**src/rtl/mem_bus_arbiter.sv**
```systemverilog
// Two-master arbiter/sequencer for the memory-mapped decoder bus: serialises one transaction at a time,
// times the decoder read latency and returns a one-cycle ack. Fixed m0 priority with an m1 starvation guard.
module mem_bus_arbiter #(
  parameter int ADDR_WIDTH   = 32,
  parameter int DATA_WIDTH   = 32,
  parameter int READ_LATENCY = 1,
  parameter int STARVE_LIMIT = 4
) (
  input  logic                  clk,
  input  logic                  rst_n,
  input  logic                  m0_req_i,
  input  logic                  m0_write_i,
  input  logic [ADDR_WIDTH-1:0] m0_addr_i,
  input  logic [DATA_WIDTH-1:0] m0_wdata_i,
  output logic [DATA_WIDTH-1:0] m0_rdata_o,
  output logic                  m0_ack_o,
  input  logic                  m1_req_i,
  input  logic                  m1_write_i,
  input  logic [ADDR_WIDTH-1:0] m1_addr_i,
  input  logic [DATA_WIDTH-1:0] m1_wdata_i,
  output logic [DATA_WIDTH-1:0] m1_rdata_o,
  output logic                  m1_ack_o,
  output logic [ADDR_WIDTH-1:0] bus_addr_o,
  output logic                  bus_read_en_o,
  output logic                  bus_write_en_o,
  output logic [DATA_WIDTH-1:0] bus_wdata_o,
  input  logic [DATA_WIDTH-1:0] bus_rdata_i,
  output logic                  grant_owner_o,
  output logic                  busy_o
);

  localparam int LAT_W    = $clog2(READ_LATENCY + 1);
  localparam int STARVE_W = $clog2(STARVE_LIMIT + 1);
  localparam logic [LAT_W-1:0]    LAT_LOAD   = LAT_W'(READ_LATENCY - 1);
  localparam logic [STARVE_W-1:0] STARVE_MAX = STARVE_W'(STARVE_LIMIT);

  typedef enum logic [1:0] {IDLE, ISSUE, WAIT, RESP} state_e;

  state_e                state_q;
  logic [LAT_W-1:0]      lat_q;
  logic [STARVE_W-1:0]   starve_q;
  logic                  owner_q;
  logic                  write_q;
  logic                  busy_q;
  logic                  read_en_q;
  logic                  write_en_q;
  logic                  ack0_q;
  logic                  ack1_q;
  logic [ADDR_WIDTH-1:0] addr_q;
  logic [DATA_WIDTH-1:0] wdata_q;
  logic [DATA_WIDTH-1:0] rdata0_q;
  logic [DATA_WIDTH-1:0] rdata1_q;

  logic                  req_any_d;
  logic                  grant_m1_d;
  logic                  write_d;
  logic [ADDR_WIDTH-1:0] addr_d;
  logic [DATA_WIDTH-1:0] wdata_d;
  logic [STARVE_W-1:0]   starve_d;

  // Arbitration is only consumed in IDLE, so these feed registers and never reach the bus directly.
  always_comb begin
    req_any_d  = m0_req_i | m1_req_i;
    grant_m1_d = m1_req_i & (~m0_req_i | (starve_q == STARVE_MAX));
    write_d    = grant_m1_d ? m1_write_i : m0_write_i;
    addr_d     = grant_m1_d ? m1_addr_i  : m0_addr_i;
    wdata_d    = grant_m1_d ? m1_wdata_i : m0_wdata_i;
    starve_d   = '0;
    if (m1_req_i && !grant_m1_d) begin
      starve_d = (starve_q == STARVE_MAX) ? starve_q : starve_q + 1'b1;
    end
  end

  always_ff @(posedge clk or negedge rst_n) begin
    if (!rst_n) begin
      state_q    <= IDLE;
      lat_q      <= '0;
      starve_q   <= '0;
      owner_q    <= 1'b0;
      write_q    <= 1'b0;
      busy_q     <= 1'b0;
      read_en_q  <= 1'b0;
      write_en_q <= 1'b0;
      ack0_q     <= 1'b0;
      ack1_q     <= 1'b0;
      addr_q     <= '0;
      wdata_q    <= '0;
      rdata0_q   <= '0;
      rdata1_q   <= '0;
    end else begin
      read_en_q  <= 1'b0;
      write_en_q <= 1'b0;
      ack0_q     <= 1'b0;
      ack1_q     <= 1'b0;
      case (state_q)
        IDLE: begin
          starve_q <= starve_d;
          if (req_any_d) begin
            state_q    <= ISSUE;
            busy_q     <= 1'b1;
            owner_q    <= grant_m1_d;
            write_q    <= write_d;
            addr_q     <= addr_d;
            wdata_q    <= wdata_d;
            write_en_q <= write_d;
            read_en_q  <= ~write_d;
          end
        end
        ISSUE: begin
          if (write_q) begin
            state_q <= RESP;
            ack0_q  <= ~owner_q;
            ack1_q  <= owner_q;
          end else begin
            state_q <= WAIT;
            lat_q   <= LAT_LOAD;
          end
        end
        WAIT: begin
          // Capture lands in the same register update that raises ack, so RData is valid with it.
          if (lat_q == '0) begin
            if (owner_q) rdata1_q <= bus_rdata_i;
            else         rdata0_q <= bus_rdata_i;
            state_q <= RESP;
            ack0_q  <= ~owner_q;
            ack1_q  <= owner_q;
          end else begin
            lat_q <= lat_q - 1'b1;
          end
        end
        RESP: begin
          state_q <= IDLE;
          busy_q  <= 1'b0;
          owner_q <= 1'b0;
          write_q <= 1'b0;
          addr_q  <= '0;
          wdata_q <= '0;
        end
        default: state_q <= IDLE;
      endcase
    end
  end

  assign m0_rdata_o     = rdata0_q;
  assign m1_rdata_o     = rdata1_q;
  assign m0_ack_o       = ack0_q;
  assign m1_ack_o       = ack1_q;
  assign bus_addr_o     = addr_q;
  assign bus_wdata_o    = wdata_q;
  assign bus_read_en_o  = read_en_q;
  assign bus_write_en_o = write_en_q;
  assign grant_owner_o  = owner_q;
  assign busy_o         = busy_q;

endmodule

```
**config.mk**
```make
export PLATFORM = sky130hd
export DESIGN_NAME = mem_bus_arbiter
export DESIGN_NICKNAME = d
export VERILOG_FILES = /design/src/rtl/mem_bus_arbiter.sv
export SDC_FILE = /design/constraint.sdc
export NUM_CORES = 1
export LEC_CHECK = 0
export ABC_AREA = 1
export ABC_CLOCK_PERIOD_IN_PS = 3800
export BUFFER_PORTS_ARGS = -buffer_cell sky130_fd_sc_hd__buf_2
export CAP_MARGIN = 20
export CORE_AREA = 5 5 120 122
export CTS_CLUSTER_SIZE = 14
export DETAILED_ROUTE_END_ITERATION = 16
export DIE_AREA = 0 0 125 127
export GPL_TIMING_DRIVEN = 0
export PLACE_DENSITY = 0.82
export SLEW_MARGIN = 20
export SYNTH_ARGS = -nofsm -noshare
export SYNTH_HDL_FRONTEND = slang
export SYNTH_SLANG_ARGS = --single-unit
```
**constraint.sdc**
```tcl
create_clock -name clk -period 3.8 [get_ports clk]
set_input_delay 0.76 -clock clk [delete_from_list [all_inputs] [get_ports clk]]
set_output_delay 0.76 -clock clk [all_outputs]
set_load 0.005 [all_outputs]
```
==> results.toml, run 1 <==
[sta]
max_freq_ghz = 0.540
rsz0062_at_grt = "false"
whs_ns = 0.268
maxSlewHeadroom = 0.683
period_needed_ns = 1.85
period_share = 0.487
slew_violations = 0
tns_ns = 0
clock_skew_ns = 0.0110
setup_viol_count_final = 0
worstMarginPinSlew_ns = 0.475
hold_viol = 0

[floorplanning]
die_area_sq_um = 15900
initial_core_util = 0.503
io_pins = 300
die_y_um = 127
row_count = 42
core-area_sq_um = 13100
die-width_um = 125

[worst_setup_path]
critPathMaxFanout = 10
max_stage_delay_ns = 0.40
crit_path_cell_trace = "inv_1, ha_1, buf_4, inv_2, nor3_2, buf_4, buf_4, nand3_1, nand2_1"
end_kind = "register"
critPathRequiredTime_ns = 4.15
path_class = "reg -> reg"
cp_common_cell = "buf_4"
startpoint_type = "register"
slowest_stage = "dfrtp_1"
critical_path_arrival_ns = 2.20

[cts]
ctsHoldBuffers = 0
cts_tree = "yes"
clock_sinks = 140
cts_buffer_depth = 2
cts_root_buf = "clkbuf_16"
cts_resized = 0
clk_pin_slew_ns = 0.06
h-tree-depth = 4
clkLatencyLatePin_ns = 0.42
post_cts_buffers = 0
cts_buffers = 17

[grt]
grt_start_max_net_pins = 80
grt_overflow = 0
grt_pass1_vias = 6583
grt_antenna_before_repair = 0
grt.total_usage = 0.246
grt_pass1_wl_mm = 31.7

[layout]
layout_commonest_cell = "buf_2"
nets = 1347
n_antenna_cell = 0
drive_gt1_frac = 0.306
final_cell_mix = "buf_2, nand2_1, inv_1"
syn_to_final_growth_pct = 35.4

[yosys]
synthCells = 856
synth_nets = 1028
synth.cell_area_sq_um = 6580
ys_seq_area_frac = 0.532
syn_area_per_cell_sq_um = 7.69
ys_types = 19
synth_seq_cells = 140
yosys_warnings = 0

[route]
dr.pass1.iters = 5
viasPerCell = 4.80
antenna_left = 0
wirelength_mm = 19.5
wl_per_cell_um = 14.3
vias = 6547
dr.first_iter.drc_count = 358
drc = 0

[placement]
io_buffers = 299
gp_congestion = 0.862
post-dp-hpwl_mm = 15.0

[outcome]
status = "finished clean"

[power_and_ir_drop]
ir_worst_vdd_v = 0.000334
p_per_area_nw_per_um2 = 732
leakagePower_nw = 5.58
total_power_mw = 6.52

[worst_hold_path]
hold_class = "in -> async"

[run]
drv_cap = 0
critical path, delay by kind of cell, from the launching register on:
family	cells	cell delay, ns
DFF	1	0.40
and+or+nand+nor	3	0.45
buffers and inverters	5	0.79
adders and majority gates	1	0.16
area by class of cell:
class	instances	area [sq um]
tap	176	220
clock buffer	17	425
multi-input combinational	497	2200
buffer	48	236
fill	1108	4170
timing repair buffer	300	1530
clock inverter	15	151
sequential	140	3500
inverter	171	642
routing by layer:
metal	global-route usage	vias up	wire (um)
met5	0	-	0
met4	0.100	0	554
met3	0.0655	41	1700
met2	0.418	288	9510
met1	0.301	2983	7760
li1	-	3235	-
flip-flops by register name, summed over array words and instances (netlist names):
signal	flops
bus_write_en_o	1
bus_wdata_o	32
m1_ack_o	1
grant_owner_o	1
m1_rdata_o	32
write_q	1
busy_o	1
m0_ack_o	1
bus_addr_o	32
bus_read_en_o	1
m0_rdata_o	32
starve_q	3
state_q	2
path summary, 6_finish.rpt:
kind / endpoint / slack (ns) / startpoint / depth (start not counted)
max: bus_addr_o[10] / 1.95 / state_q[1] / 9
min: m0_rdata_o[5] / 0.27 / rst_n / 1
max reg2reg: bus_addr_o[10] / 1.95 / state_q[1] / 9
min reg2reg: bus_addr_o[13] / 0.47 / bus_addr_o[13] / 2
max in group asynchronous: bus_wdata_o[24] / 2.81 / rst_n / 2
min in group clk: bus_addr_o[13] / 0.47 / bus_addr_o[13] / 2
stage by stage:
step                      cells  utilization  setup slack [ns]  cell area (sq um)
after floorplan             856            -              2.20               6580
after global placement     1331        0.634            0.0665               8300
after detailed placement   1332        0.637              1.72               8330
after CTS                  1364        0.681              1.91               8910
after global routing       1364        0.681              1.80               8910
final                      1364        0.681              1.95               8910
synth_stat cells (all sizes together):
cell,count,share of area
nor3,3,0.0030
nand2,277,0.16
nand3,132,0.10
ha,6,0.011
a21oi,3,0.0023
nor2,4,0.0027
dfrtp,140,0.53
clkbuf,20,0.011
o21ai,70,0.054
xnor2,1,0.0013
o21a,1,0.0011
inv,171,0.098
buf,28,0.025
cell families after synthesis:
kind of cell	count (synthesis)	synth area share
buf+inv	219	0.133
xor+xnor	1	0.00133
flops	140	0.532
compound gates	74	0.0572
fa+ha+maj	6	0.0114
simple gates	416	0.264
report_power, final:
group / switching [mW] / internal [mW]
clock network: 0.696 / 0.926
registers: 0.350 / 2.12
logic: 1.44 / 0.991
total: 2.48 / 4.04
No activity file was read; power rests on OpenSTA's default activity.
==> inputs of run 2 (changes only) <==
Settings changed: ABC_CLOCK_PERIOD_IN_PS 3800 to 1900, CORE_AREA 5 5 120 122 to 5 5 125 127, DIE_AREA 0 0 125 127 to 0 0 130 132, PLACE_DENSITY 0.82 to 0.76.
Clock period 3.8 ns to 1.9 ns, I/O delays scaled along.
==> run 2 against run 1 <==
Net effect: first-iteration DRC count is 2.8% higher; non-clock buffer count up 1; via count is 0.63% lower; core utilization is 5.7 points lower; critical path type unchanged; critical path depth did not move; clock power rose by 95%; final cell count grew 0.66%; routed wire length fell by 0.67%; setup slack worse by 1.8 ns.
==> results.toml, run 2 (same netlist as run 1, synthesis figures left out) <==
[floorplanning]
initial_core_util = 0.460
die_y_um = 132
die-width_um = 130
core-area_sq_um = 14300
io_pins = 300
row_count = 44
die_area_sq_um = 17200

[cts]
cts_buffers = 17
clkLatencyLatePin_ns = 0.41
cts_tree = "yes"
post_cts_buffers = 0
cts_buffer_depth = 2
clk_pin_slew_ns = 0.06
clock_sinks = 140
cts_root_buf = "clkbuf_16"
h-tree-depth = 4

[layout]
final_cell_mix = "buf_2, nand2_1, inv_1"
n_antenna_cell = 0
layout_commonest_cell = "buf_2"
register_area_sq_um = 3500
syn_to_final_growth_pct = 35.8
postLayoutCoreUtil = 0.624
n_fill_cell = 1302
multi_input_area_sq_um = 2200
final_cells = 1373
nets = 1348
drive_gt1_frac = 0.310

[sta]
worstMarginPinSlew_ns = 0.524
clock_skew_ns = 0.0107
period_needed_ns = 1.77
setup_viol_count_final = 0
maxSlewHeadroom = 0.651
period_share = 0.932
hold_viol = 0
max_freq_ghz = 0.565
rsz0062_at_grt = "false"
setup_slack_ns = 0.130
slew_violations = 0

[grt]
grt_pass1_vias = 6298
grt.total_usage = 0.224
grt_start_max_net_pins = 74
grt_overflow = 0
grt_antenna_before_repair = 0
grt_pass1_wl_mm = 30.8

[worst_setup_path]
end_kind = "register"
critical_path_arrival_ns = 2.11
path_class = "reg -> reg"
critPathMaxFanout = 10
critPathRequiredTime_ns = 2.24
startpoint_type = "register"
worstRegToRegCells = 9

[route]
dr.pass1.iters = 6
antenna_left = 0
wirelength_mm = 19.4
vias = 6506
drc = 0
dr.first_iter.drc_count = 368
wl_per_cell_um = 14.1
viasPerCell = 4.74

[power_and_ir_drop]
leakagePower_nw = 5.60
p_per_area_nw_per_um2 = 1450
ir_worst_vdd_v = 0.000682
total_power_mw = 13.0

[placement]
io_buffers = 299
gp_congestion = 0.873
post-dp-hpwl_mm = 14.8
dp.cells = 1340
pre_cts_ws_ns = 0.109

[worst_hold_path]
hold_class = "in -> reg"
whs_path_depth = 3

[outcome]
status = "finished clean"

[run]
drv_cap = 0
[run 2: cell count changes in the layout (fill, tap and decap cells not counted), sizes merged]
cell,change
inv,-4
buf,-2
clkbuf,+2
clkinv,+4
dlygate4sd3,+1
[run 2: path summary, 6_finish.rpt]
kind | slack (ns) | endpoint | start
worst max register to register | 0.13 | bus_addr_o[24] | state_q[0]
worst max-delay path | 0.13 | bus_addr_o[24] | state_q[0]
worst min-delay path | 0.23 | m1_rdata_o[23] | bus_rdata_i[23]
max in group asynchronous | 0.66 | bus_wdata_o[13] | rst_n
min in group asynchronous | 0.51 | m0_rdata_o[8] | rst_n
worst min register to register | 0.47 | bus_addr_o[14] | bus_addr_o[14]
[run 2: per-layer routing]
layer | vias to the layer above | share of wire | track usage
met5 | - | 0 | 0
met1 | 2963 | 0.40 | 0.274
met4 | 0 | 0.026 | 0.0797
met2 | 269 | 0.49 | 0.378
met3 | 37 | 0.088 | 0.0620
li1 | 3237 | - | -
[run 2: critical path, cell delays in order, from the launching register on]
cell and delay (ns):
dfrtp_1 0.42, inv_1 0.10, ha_1 0.14, buf_4 0.15, inv_2 0.06, nor3_2 0.25
buf_6 0.20, buf_4 0.19, nand3_1 0.11, nand2_1 0.08
[run 2: timing repair]
item | 4_1_cts | 5_1_grt
setup endpoints to repair | 0 | 42
endpoints found under the hold margin | 67 | 0
hold buffers | 1 | 0
gates resized for setup | 0 | 16
[run 2: layout make-up]
| type | count | area share |
|---|---|---|
| sequential | 140 | 0.392 |
| multi-input combinational | 497 | 0.246 |
| timing repair buffer | 301 | 0.173 |
| inverter | 171 | 0.0718 |
| clock buffer | 17 | 0.0476 |
| buffer | 48 | 0.0287 |
| tap | 184 | 0.0258 |
| clock inverter | 15 | 0.0155 |
[run 2: power breakdown]
group          internal [mW]  switching (mW)
combinational           2.01            2.85
sequential              4.25           0.678
clock                   1.82            1.34
[run 2: through the flow]
stage | setup TNS, ns | cell area (sq um) | hold WS (ns)
global placement | -209.59 | 8310 | 0.458
finish | 0 | 8940 | 0.229
global route | 0 | 8940 | 0.228
CTS | 0 | 8920 | 0.215
floorplan | 0 | 6580 | 0.0844
detailed placement | 0 | 8340 | 0.362
